### config.mk
export PLATFORM = sky130hd
export DESIGN_NAME = btn_event_ctrl
export DESIGN_NICKNAME = d
export VERILOG_FILES = /design/src/rtl/btn_event_ctrl.sv
export SDC_FILE = /design/constraint.sdc
export NUM_CORES = 1
export LEC_CHECK = 0
export ABC_AREA = 1
export CAP_MARGIN = 20
export CORE_MARGIN = 3
export CORE_UTILIZATION = 35
export CTS_BUF_LIST = sky130_fd_sc_hd__clkbuf_4
export DETAILED_ROUTE_END_ITERATION = 16
export PLACE_DENSITY_LB_ADDON = 0.2
export SYNTH_ARGS = -nofsm -noshare
export SYNTH_HDL_FRONTEND = slang
export SYNTH_SLANG_ARGS = --single-unit
### constraint.sdc
create_clock -name clk_i -period 2.95 [get_ports clk_i]
set_input_delay 0.59 -clock clk_i [delete_from_list [all_inputs] [get_ports clk_i]]
set_output_delay 0.59 -clock clk_i [all_outputs]
set_load 0.05 [all_outputs]
### src/rtl/btn_event_ctrl.sv
// btn_event_ctrl: debounces NumBtn buttons on a shared tick and queues press/release/long-press events.
// Long-press detection is built only when BTN_EVT_LONG_PRESS_EN is defined.
module btn_event_ctrl #(
  parameter int NumBtn         = 4,
  parameter int TickCount      = 500,
  parameter int DebounceTicks  = 4,
  parameter int LongPressTicks = 256,
  parameter int FifoDepth      = 4,
  localparam int IdW = (NumBtn > 1) ? $clog2(NumBtn) : 1
) (
  input  logic              clk_i,
  input  logic              rst_ni,
  input  logic [NumBtn-1:0] btn_i,
  output logic [NumBtn-1:0] btn_state_o,
  output logic              evt_valid_o,
  input  logic              evt_ready_i,
  output logic [IdW-1:0]    evt_id_o,
  output logic [1:0]        evt_type_o,
  output logic              evt_overflow_o,
  input  logic              overflow_clr_i
);
  localparam int TW = $clog2(TickCount);
  localparam int DW = $clog2(DebounceTicks + 1);
  localparam int AW = $clog2(FifoDepth);

  logic [NumBtn-1:0] sync1_q, sync2_q, state_q, state_d;
  logic [TW-1:0]     pre_q, pre_d;
  logic [DW-1:0]     db_q [NumBtn];
  logic [DW-1:0]     db_d [NumBtn];
  logic [NumBtn-1:0] press_ev, rel_ev;
  logic [NumBtn-1:0] press_q, press_d, rel_q, rel_d, long_q;
  logic [NumBtn-1:0] any_pend, sel, clr_press, clr_rel, drop_long;
  logic [IdW-1:0]    sel_id;
  logic [1:0]        sel_type;
  logic              tick, push, pop, full, empty, ovf_q, ovf_d;
  logic [AW:0]       wp_q, wp_d, rp_q, rp_d;
  logic [IdW+1:0]    mem_q [FifoDepth];

  assign tick  = pre_q == TW'(TickCount - 1);
  assign pre_d = tick ? '0 : pre_q + 1'b1;

  always_comb begin
    state_d  = state_q;
    press_ev = '0;
    rel_ev   = '0;
    for (int i = 0; i < NumBtn; i++) begin
      db_d[i] = db_q[i];
      if (tick) begin
        if (sync2_q[i] == state_q[i]) begin
          db_d[i] = '0;
        end else if (db_q[i] == DW'(DebounceTicks - 1)) begin
          db_d[i]     = '0;
          state_d[i]  = sync2_q[i];
          press_ev[i] = sync2_q[i];
          rel_ev[i]   = !sync2_q[i];
        end else begin
          db_d[i] = db_q[i] + 1'b1;
        end
      end
    end
  end

`ifdef BTN_EVT_LONG_PRESS_EN
  localparam int LW = $clog2(LongPressTicks + 1);
  logic [LW-1:0]     hold_q [NumBtn];
  logic [LW-1:0]     hold_d [NumBtn];
  logic [NumBtn-1:0] long_ev, long_d, clr_long;

  // Hold count saturates, so the long event fires once per press.
  always_comb begin
    for (int i = 0; i < NumBtn; i++) begin
      hold_d[i]  = !state_q[i] ? '0 :
                   (tick && hold_q[i] != LW'(LongPressTicks)) ? hold_q[i] + 1'b1 : hold_q[i];
      long_ev[i] = tick && state_q[i] && hold_q[i] == LW'(LongPressTicks - 1);
    end
  end

  assign clr_long  = (push && sel_type == 2'd2) ? sel : '0;
  assign drop_long = long_ev & long_q & ~clr_long;
  assign long_d    = (long_q & ~clr_long) | long_ev;

  always_ff @(posedge clk_i or negedge rst_ni) begin
    if (!rst_ni) begin
      long_q <= '0;
      for (int i = 0; i < NumBtn; i++) hold_q[i] <= '0;
    end else begin
      long_q <= long_d;
      for (int i = 0; i < NumBtn; i++) hold_q[i] <= hold_d[i];
    end
  end
`else
  assign long_q    = '0;
  assign drop_long = '0;
`endif

  assign any_pend = press_q | rel_q | long_q;
  assign sel      = any_pend & (~any_pend + NumBtn'(1));
  assign sel_type = |(sel & press_q) ? 2'd0 : |(sel & long_q) ? 2'd2 : 2'd1;

  always_comb begin
    sel_id = '0;
    for (int i = NumBtn - 1; i >= 0; i--) if (any_pend[i]) sel_id = IdW'(i);
  end

  assign clr_press = (push && sel_type == 2'd0) ? sel : '0;
  assign clr_rel   = (push && sel_type == 2'd1) ? sel : '0;
  assign press_d   = (press_q & ~clr_press) | press_ev;
  assign rel_d     = (rel_q & ~clr_rel) | rel_ev;
  // A flag still set (and not being drained this cycle) means the new event is lost.
  assign ovf_d     = |(press_ev & press_q & ~clr_press) | |(rel_ev & rel_q & ~clr_rel) |
                     |drop_long | (ovf_q & ~overflow_clr_i);

  assign empty = wp_q == rp_q;
  assign full  = (wp_q[AW] != rp_q[AW]) && (wp_q[AW-1:0] == rp_q[AW-1:0]);
  assign push  = |any_pend && !full;
  assign pop   = !empty && evt_ready_i;
  assign wp_d  = wp_q + {{AW{1'b0}}, push};
  assign rp_d  = rp_q + {{AW{1'b0}}, pop};

  always_ff @(posedge clk_i) begin
    if (push) mem_q[wp_q[AW-1:0]] <= {sel_id, sel_type};
  end

  always_ff @(posedge clk_i or negedge rst_ni) begin
    if (!rst_ni) begin
      sync1_q <= '0;
      sync2_q <= '0;
      state_q <= '0;
      pre_q   <= '0;
      press_q <= '0;
      rel_q   <= '0;
      ovf_q   <= 1'b0;
      wp_q    <= '0;
      rp_q    <= '0;
      for (int i = 0; i < NumBtn; i++) db_q[i] <= '0;
    end else begin
      sync1_q <= btn_i;
      sync2_q <= sync1_q;
      state_q <= state_d;
      pre_q   <= pre_d;
      press_q <= press_d;
      rel_q   <= rel_d;
      ovf_q   <= ovf_d;
      wp_q    <= wp_d;
      rp_q    <= rp_d;
      for (int i = 0; i < NumBtn; i++) db_q[i] <= db_d[i];
    end
  end

  assign btn_state_o              = state_q;
  assign evt_valid_o              = !empty;
  assign {evt_id_o, evt_type_o}   = empty ? '0 : mem_q[rp_q[AW-1:0]];
  assign evt_overflow_o           = ovf_q;
endmodule

; Yosys cells after proc, flatten, opt, wreduce, memory -nomap -nowiden
; Memory sizes are Yosys's and may differ from the RTL's.
; Cells that the tools add are included.
[totals]
ram_bits = 12
n_memories = 1
romBits = 0
elab_cells = 123
regBits = 48
latch_bits = 0
out_inout_bits = 10
[classes]
bitwise = 22
n_lt_le_gt_ge = 0
shifts = 0
n_mul = 0
n_div = 0
n_eq_ne = 13
n_reduce_logical = 20
n_addsub = 8
mux = 43
[mem_list]
columns = name, depth, word_bits, rd, rd_clocked_by_memory_dff, wr, line_no
row1 = mem_q, 4, 3, 1, 0, 1, 37  ; logic [IdW+1:0] mem_q [FifoDepth];
[ops]
columns = operator, count
row1 = 4-bit bitwise AND, 8
row2 = 1-bit 2-to-1 mux, 27
row3 = 3-bit 2-to-1 mux, 8
row4 = 4-bit OR reduction, 4
row5 = 3-bit by 1-bit adder with 3-bit output (second input constant), 4
row6 = 3-bit by 2-bit equality test with 1-bit output (second input constant), 4
row7 = 4-bit 2-to-1 mux, 3
row8 = 4-bit NOT, 3
row9 = 4-bit bitwise OR, 3
row10 = 3-bit AND reduction, 4
row11 = 9-bit by 1-bit adder with 9-bit output (second input constant), 1
row12 = 9-bit equality test (second input constant), 1
row13 = 9-bit 2-to-1 mux, 1
row14 = 2-bit 2-to-1 mux, 4
row15 = 3-bit by 1-bit adder with 3-bit output, 2
row16 = 1-bit logical NOT, 6
row17 = 1-bit logical AND, 5
row18 = 1-bit NOT, 5
row19 = 4-bit by 1-bit adder with 4-bit output (second input constant), 1
row20 = 1-bit equality test, 4
row21 = 3-bit equality test, 1
row22 = 2-bit equality test, 1
row23 = 2-bit logical NOT, 1
row24 = 1-bit bitwise OR, 2
row25 = other kinds (3), 3

; Logic depth before layout (Yosys ltp)
; Gate-level depths: netlist of the first run.
[logic_depth]
word_depth = 15
depth_mapped = 11
ltp_nobuf = 11

; Worst setup path after synthesis of the first run
; No wires, ideal clock.
[synth_timing]
path_type = register to output
from = register rp_q[0]
to = output port evt_id_o[0]
slack_ns = 0.681
arrival_ns = 1.679
path_stages_with_launch = 7
path_buffers = 0
path_cell_list = dfrtp_1 -> inv_2 -> nand2_2 -> nand2_2 -> nand4_1 -> nand2_1 -> inv_1
[synth_via]
elab_chain_cells = 2
elab_cells_between_ends = 3
classes_between = eq/ne: 1 / mux: 1 / memory: 1
[synth_rtl]
columns = item, line_no
row1 = "start, declared", 36  ; logic [AW:0] wp_q, wp_d, rp_q, rp_d;
row2 = "start signal, assigned", 145  ; rp_q <= rp_d;
row3 = memory read 4 x 3 bit or 3-bit equality test (tied branches), -
row4 = 4-bit 2-to-1 mux *, 152  ; assign {evt_id_o, evt_type_o} = empty ? '0 : mem_q[rp_q[AW-1:0]];
row5 = "end, declared", 17  ; output logic [IdW-1:0] evt_id_o,
; Mark *: on every way between the ends. The rest lies on a longest branch, timed or not.

; Final worst setup path of the first run
[layout_timing]
from = register rp_q[0]
to = output port evt_valid_o
[layout_via]
elab_chain_cells = 2
[layout_rtl]
columns = item, line_no
row1 = 3-bit equality test, 113  ; assign empty = wp_q == rp_q;
row2 = 1-bit logical NOT, 151  ; assign evt_valid_o = !empty;
row3 = "end, declared", 15  ; output logic evt_valid_o,
; No other way between the ends.

==> results of run 1 <==
## flip-flops by register name (all words and copies together) (netlist names), 3 cells and up
register	cells
sync2_q	4
wp_q	3
btn_state_o	4
sync1_q	4
db_q	12
pre_q	9
mem_q	12
rel_q	4
rp_q	3
press_q	4
## stage by stage
step	power [W]	worst slack (ps)	std cells	util (%)	area, µm²
after floorplan	0.000877	681	308	-	2870
after global placement	0.000902	589	424	39.9	3130
after detailed placement	0.000902	545	424	39.9	3130
after CTS	0.00155	89.3	440	41.9	3290
after global routing	0.00159	37.5	440	42.0	3300
final	0.00153	197	440	42.0	3300
## cell type report
class                   instances  area (µm²)  share of cell area (%)
inverters                      42         160                    4.85
clock inverters                 7        91.3                    2.77
flip-flops and latches         60        1560                    47.3
clock buffers                   9        67.6                    2.05
multi-input cells             202        1110                    33.8
well taps                     102         128                    3.87
repair buffers                 18         178                    5.38
## cell usage in the layout (no fill, tap or decap), types with 2 or more instances in the layout
cell	count
clkbuf_4	9
xor2_1	2
o21ai_0	14
clkdlybuf4s50_1	12
ha_1	9
nor2_1	36
nor3_1	11
edfxtp_1	12
o22ai_1	4
buf_4	2
nor3_2	6
nand3b_1	4
inv_2	3
nor2_2	2
o21ai_1	3
nand3_1	14
clkinvlp_4	3
dfrtp_1	48
inv_1	38
nand2_1	57
o21a_1	5
xnor2_1	4
dlymetal6s2s_1	3
bufinv_16	2
nand2_2	6
a32o_1	4
a21oi_1	10
and3_1	2
nand2_4	2
## cells in the mapped netlist (all sizes together)
cell type | n | area share, %
a21oi | 10 | 1.7
a32o | 4 | 1.4
and3 | 2 | 0.44
buf | 4 | 1.2
conb | 1 | 0.13
dfrtp | 48 | 42
edfxtp | 12 | 13
ha | 9 | 3.9
inv | 42 | 5.6
nand2 | 65 | 9.5
nand3 | 15 | 2.8
nand3b | 4 | 1.0
nand4 | 1 | 0.22
nor2 | 39 | 5.5
nor3 | 18 | 4.6
nor4 | 1 | 0.22
o21a | 5 | 1.3
o21ai | 17 | 3.0
o22ai | 4 | 0.87
o31ai | 1 | 0.26
xnor2 | 4 | 1.2
xor2 | 2 | 0.61
## worst max-delay path, delay by kind of cell, from the launching register on
kind	cells	cell delay, ps
flip-flops	1	500
buffers and inverters	2	950
AND/OR/NAND/NOR	3	310
## metal layers
metal | vias up | track usage (%)
met5 | - | 0
met4 | 0 | 5.26
li1 | 1057 | -
met2 | 21 | 20.1
met1 | 905 | 15.3
met3 | 7 | 3.95
## worst paths after layout
path,endpoint,cells after the start,slack [ps]
setup / recovery,evt_valid_o,5,200
hold / removal,rel_q[2]$_DFF_PN0_,1,70
setup reg to reg,evt_overflow_o$_DFF_PN0_,8,980
hold reg to reg,sync2_q[2]$_DFF_PN0_,0,350
max in group asynchronous,db_q[7]$_DFFE_PN0N_,2,2260
min in group clk_i,sync2_q[2]$_DFF_PN0_,0,350
## power by group through the flow
stage | Combinational [W] | Sequential, W | Clock (W)
after floorplan | 0.00000932 | 0.000867 | 0
after global placement | 0.0000341 | 0.000868 | 0
after detailed placement | 0.0000343 | 0.000868 | 0
after CTS | 0.0000343 | 0.000851 | 0.000667
after global routing | 0.0000366 | 0.000852 | 0.000701
final | 0.0000322 | 0.000851 | 0.000642
## timing repair
item,in CTS,in global routing
endpoints found under the setup margin,0,3
setup buffers,0,0
gates resized for setup,0,3
## logic make-up (layout without fill, tap and decap cells)
kind of cell / count (synthesis) / count (layout) / share of synthesized area [%]
other: 1 / 1 / 0.131
XOR/XNOR: 6 / 6 / 1.83
buffers and inverters: 46 / 76 / 6.80
flip-flops: 60 / 60 / 54.4
adder cells (fa/ha/maj): 9 / 9 / 3.92
AO/OA/AOI/OAI: 41 / 41 / 8.54
AND/OR/NAND/NOR: 145 / 145 / 24.4
==> flow_metrics.py, run 1 <==
metrics = {
    "outcome": {
        "status": "finished, final reports clean",
    },
    "critical_path": {
        "cp_slowest_stage_delay_ps": 840,
        "cp-end-kind": "primary output",
        "critPathMaxFanout": 9,
        "crit_top_cell": "nand2_2",
        "slowest_stage": "clkdlybuf4s50_1",
        "worstPathCellList": "inv_2 > nand2_2 > nand2_2 > nand4_1 > clkdlybuf4s50_1",
        "criticalPathCategory": "register to primary output",
        "startpoint": "rp_q[0]$_DFF_PN0_",
        "reg2reg_from": "pre_q[0]$_DFF_PN0_",
        "critPathLaunchType": "register",
        "arrival_ps": 2160,
        "crit_required_ps": 2360,
    },
    "timing": {
        "fin_crit_ps": 2750,
        "slew_headroom_pct": 52.8,
        "hold_viol": 0,
        "worstMarginPinSlew_ps": 705,
        "setup_viol": 0,
        "fmax_mhz": 363,
        "fin_worst_skew_ps": 13.6,
        "period_share_pct": 93.3,
        "tns_ps": 0,
        "holdWs_ps": 71.8,
        "rsz0062_at_grt": "no",
        "drv_slew": 0,
    },
    "grt": {
        "grt_max_degree": 35,
        "grt_pass1_vias": 1994,
        "grt_overflow": 0,
        "track_usage_pct": 12.4,
        "antenna_found_initial": 0,
        "grt_pass1_wl_um": 8740,
    },
    "routing": {
        "met2WireLength_um": 2390,
        "vias": 1990,
        "drc_errors": 0,
        "viasPerCell": 4.52,
        "wl_met1_um": 2420,
        "first_pass_iters": 5,
        "drt_iter0_markers": 117,
        "wirelength_um": 5050,
        "wl_per_cell_um": 11.5,
        "top_layer": "met4",
        "ant_nets": 0,
        "dr_wl_met3_um": 160,
    },
    "power": {
        "pwr-share-clk_pct": 42.1,
        "comb_power_share_pct": 2.1,
        "sw_frac_of_total_pct": 21.4,
        "power_density_nw_per_um2": 462,
        "p_sw_w": 0.000327,
        "internal_power_w": 0.00120,
        "ir_worst_vdd_v": 0.000357,
        "p_leak_nw": 1.52,
        "p_seq_share_pct": 55.8,
    },
    "die": {
        "rows": 32,
        "die_width_um": 96.6,
        "dieArea_um2": 9320,
        "die_y_um": 96.6,
        "num_io_pins": 18,
        "core_um2": 7850,
        "start_util_pct": 36.6,
    },
    "flow_run": {
        "maxCapViolations": 0,
    },
    "cts": {
        "cts.path.max_buffers": 2,
        "path_clk_slew_ps": 110,
        "cts_root_buffer": "clkbuf_4",
        "cts_sinks": 60,
        "htree_num_levels": 3,
        "ctsHoldBuffers": 0,
        "cts_buffers": 9,
        "clock_latency_ps": 400,
        "cts_tree": "built",
    },
    "synthesis": {
        "syn-cell-area_um2": 2870,
        "synth_cells": 308,
        "synth.distinct_cells": 34,
        "seq_area_frac_synth_pct": 54.4,
        "syn_avg_cell_area_um2": 9.32,
        "synth_seq_cells": 60,
        "yosys_warnings": 0,
        "synth_nets": 325,
    },
    "cells_and_area": {
        "final_nets": 350,
        "n_fill_cell": 804,
        "n_antenna_cell": 0,
        "syn_to_final_growth_pct": 15.0,
        "final_layout_size_suffix_gt1_share_pct": 12.1,
    },
    "worst_hold_path": {
        "hold_class": "primary input to async pin",
    },
    "placed_design": {
        "gp_congestion": 0.767,
        "portBuffers": 16,
        "post-dp-hpwl_um": 3710,
    },
}
No activity file was read; power rests on OpenSTA's default activity.
==> run 2, diff against run 1 <==
--- a/config.mk
+++ b/config.mk
@@ -7,7 +7,6 @@
 export LEC_CHECK = 0
 export ABC_AREA = 1
 export CAP_MARGIN = 20
-export CORE_MARGIN = 3
 export CORE_UTILIZATION = 35
 export CTS_BUF_LIST = sky130_fd_sc_hd__clkbuf_4
 export DETAILED_ROUTE_END_ITERATION = 16
==> run 2 against run 1 <==
Clock-buffer cell count up 1. Cell count down 0.23%. Critical path depth unchanged. Flip-flop and latch count unchanged. First-iteration DRC count down 26%. Clock power up 12%. Clock skew down 1.9 ps. Total power up 5.2%. Global-route usage up 1.1 points.
==> flow_metrics.py, run 2 (synthesized netlist as in run 1, its figures left out) <==
metrics = {
    "outcome": {
        "status": "finished, final reports clean",
    },
    "critical_path": {
        "cp-end-kind": "primary output",
        "crit_required_ps": 2360,
        "reg2reg_slack_ps": 1020,
        "r2r-end": "pre_q[4]$_DFF_PN0_",
        "slowest_stage": "clkdlybuf4s50_1",
        "criticalPathCategory": "register to primary output",
        "critPathTopFamily": "buffers and inverters",
        "crit_top_cell": "nand2_2",
        "critPathLaunchType": "register",
        "worstPathCellList": "inv_2 > nand2_2 > nand2_2 > nand4_1 > clkdlybuf4s50_1",
        "arrival_ps": 2150,
        "r2r_cells": 6,
        "cp.buffers_inverters": 2,
        "reg2reg_from": "pre_q[0]$_DFF_PN0_",
        "critPathMaxFanout": 9,
        "cp_slowest_stage_delay_ps": 840,
    },
    "cells_and_area": {
        "syn_to_final_growth_pct": 15.3,
        "instances_no_fill": 439,
        "layout_commonest_cell": "nand2_1",
        "mostFrequentLayoutCells": "57 x nand2_1, 48 x dfrtp_1, 38 x inv_1, 36 x nor2_1",
        "final_util_pct": 42.2,
        "multi_input_area_um2": 1110,
        "n_antenna_cell": 0,
        "register_area_um2": 1560,
        "final_layout_size_suffix_gt1_share_pct": 11.6,
        "n_fill_cell": 769,
        "final_nets": 349,
    },
    "die": {
        "num_io_pins": 18,
        "die_width_um": 92.6,
        "start_util_pct": 36.6,
        "dieArea_um2": 8570,
        "die_y_um": 92.6,
        "rows": 32,
        "core_um2": 7850,
    },
    "timing": {
        "period_share_pct": 92.7,
        "rsz0062_at_grt": "no",
        "hold_viol": 0,
        "fin_crit_ps": 2740,
        "slew_headroom_pct": 55.0,
        "worstMarginPinSlew_ps": 672,
        "fmax_mhz": 366,
        "setup_ws_ps": 215,
        "fin_worst_skew_ps": 11.7,
        "drv_slew": 0,
        "tns_ps": 0,
        "setup_viol": 0,
    },
    "grt": {
        "antenna_found_initial": 0,
        "track_usage_pct": 13.5,
        "grt_pass1_vias": 1972,
        "grt_overflow": 0,
        "grt_pass1_wl_um": 8800,
        "grt_max_degree": 49,
    },
    "power": {
        "p_leak_nw": 1.54,
        "p_seq_share_pct": 53.1,
        "pwr-share-clk_pct": 45.0,
        "sw_frac_of_total_pct": 19.5,
        "ir_worst_vdd_v": 0.000225,
        "power_density_nw_per_um2": 484,
        "comb_power_share_pct": 1.9,
        "internal_power_w": 0.00129,
        "p_sw_w": 0.000313,
    },
    "routing": {
        "first_pass_iters": 4,
        "ant_nets": 0,
        "wl_per_cell_um": 11.3,
        "viasPerCell": 4.67,
        "drc_errors": 0,
        "vias": 2048,
        "wirelength_um": 4950,
        "drt_iter0_markers": 86,
    },
    "placed_design": {
        "preCtsSetupSlack_ps": 583,
        "placed_cells_incl_taps": 423,
        "gp_congestion": 0.831,
        "post-dp-hpwl_um": 3550,
        "portBuffers": 16,
    },
    "cts": {
        "clock_latency_ps": 410,
        "cts_tree": "built",
        "cts_sinks": 60,
        "cts_root_buffer": "clkbuf_4",
        "cts.path.max_buffers": 2,
        "path_clk_slew_ps": 100,
        "htree_num_levels": 3,
        "cts_buffers": 9,
    },
    "flow_run": {
        "maxCapViolations": 0,
    },
    "worst_hold_path": {
        "hold_class": "primary input to async pin",
    },
}
[run 2: changes by cell type in the layout (fill, tap and decap cells not counted)]
cell,delta
clkinv_1,+1
clkbuf_4,+1
clkinvlp_4,-3
buf_4,-1
bufinv_16,+1
[run 2: final cells by class]
cell class | count | area share, %
Sequential cell | 60 | 47.2
Multi-Input combinational cell | 202 | 33.6
Timing Repair Buffer | 17 | 5.14
Inverter | 42 | 4.84
Tap cell | 102 | 3.85
Clock inverter | 6 | 3.10
Clock buffer | 10 | 2.27
[run 2: worst max path at each step]
stage,startpoint,endpoint,cells past startpoint
after global routing,rp_q[0]$_DFF_PN0_,evt_valid_o,5
after detailed placement,rp_q[0]$_DFF_PN0_,evt_id_o[0],7
final,rp_q[0]$_DFF_PN0_,evt_valid_o,5
after CTS,rp_q[0]$_DFF_PN0_,evt_id_o[0],7
after global placement,rp_q[0]$_DFF_PN0_,evt_id_o[0],7
after floorplan,rp_q[0]$_DFF_PN0_,evt_id_o[0],6
[run 2: power groups by stage]
stage | registers (W) | clock network, W | logic (W)
finish | 0.000851 | 0.000722 | 0.0000305
global route | 0.000852 | 0.000791 | 0.0000350
CTS | 0.000851 | 0.000750 | 0.0000324
detailed placement | 0.000868 | 0 | 0.0000321
global placement | 0.000868 | 0 | 0.0000324
floorplan | 0.000867 | 0 | 0.00000932
[run 2: timing repair]
item | CTS | global route
hold buffers | 0 | 0
setup buffers | 0 | 0
resized for setup | 0 | 3
endpoints found under the setup margin | 0 | 3
hold endpoints to repair | 0 | 0
[run 2: metrics by stage]
step                instance area (µm²)  hold slack [ps]  total power (W)
global placement                   3130              334         0.000900
finish                             3310              266          0.00160
floorplan                          2870              294         0.000877
CTS                                3300              282          0.00163
global route                       3310              305          0.00168
detailed placement                 3130              336         0.000900
[run 2: per-layer routing]
metal / global-route usage, % / vias up / wire length, µm
met5: 0 / - / 0
met4: 8.20 / 0 / 137
met3: 3.69 / 10 / 166
met2: 21.7 / 25 / 2370
met1: 16.2 / 953 / 2270
li1: - / 1060 / -
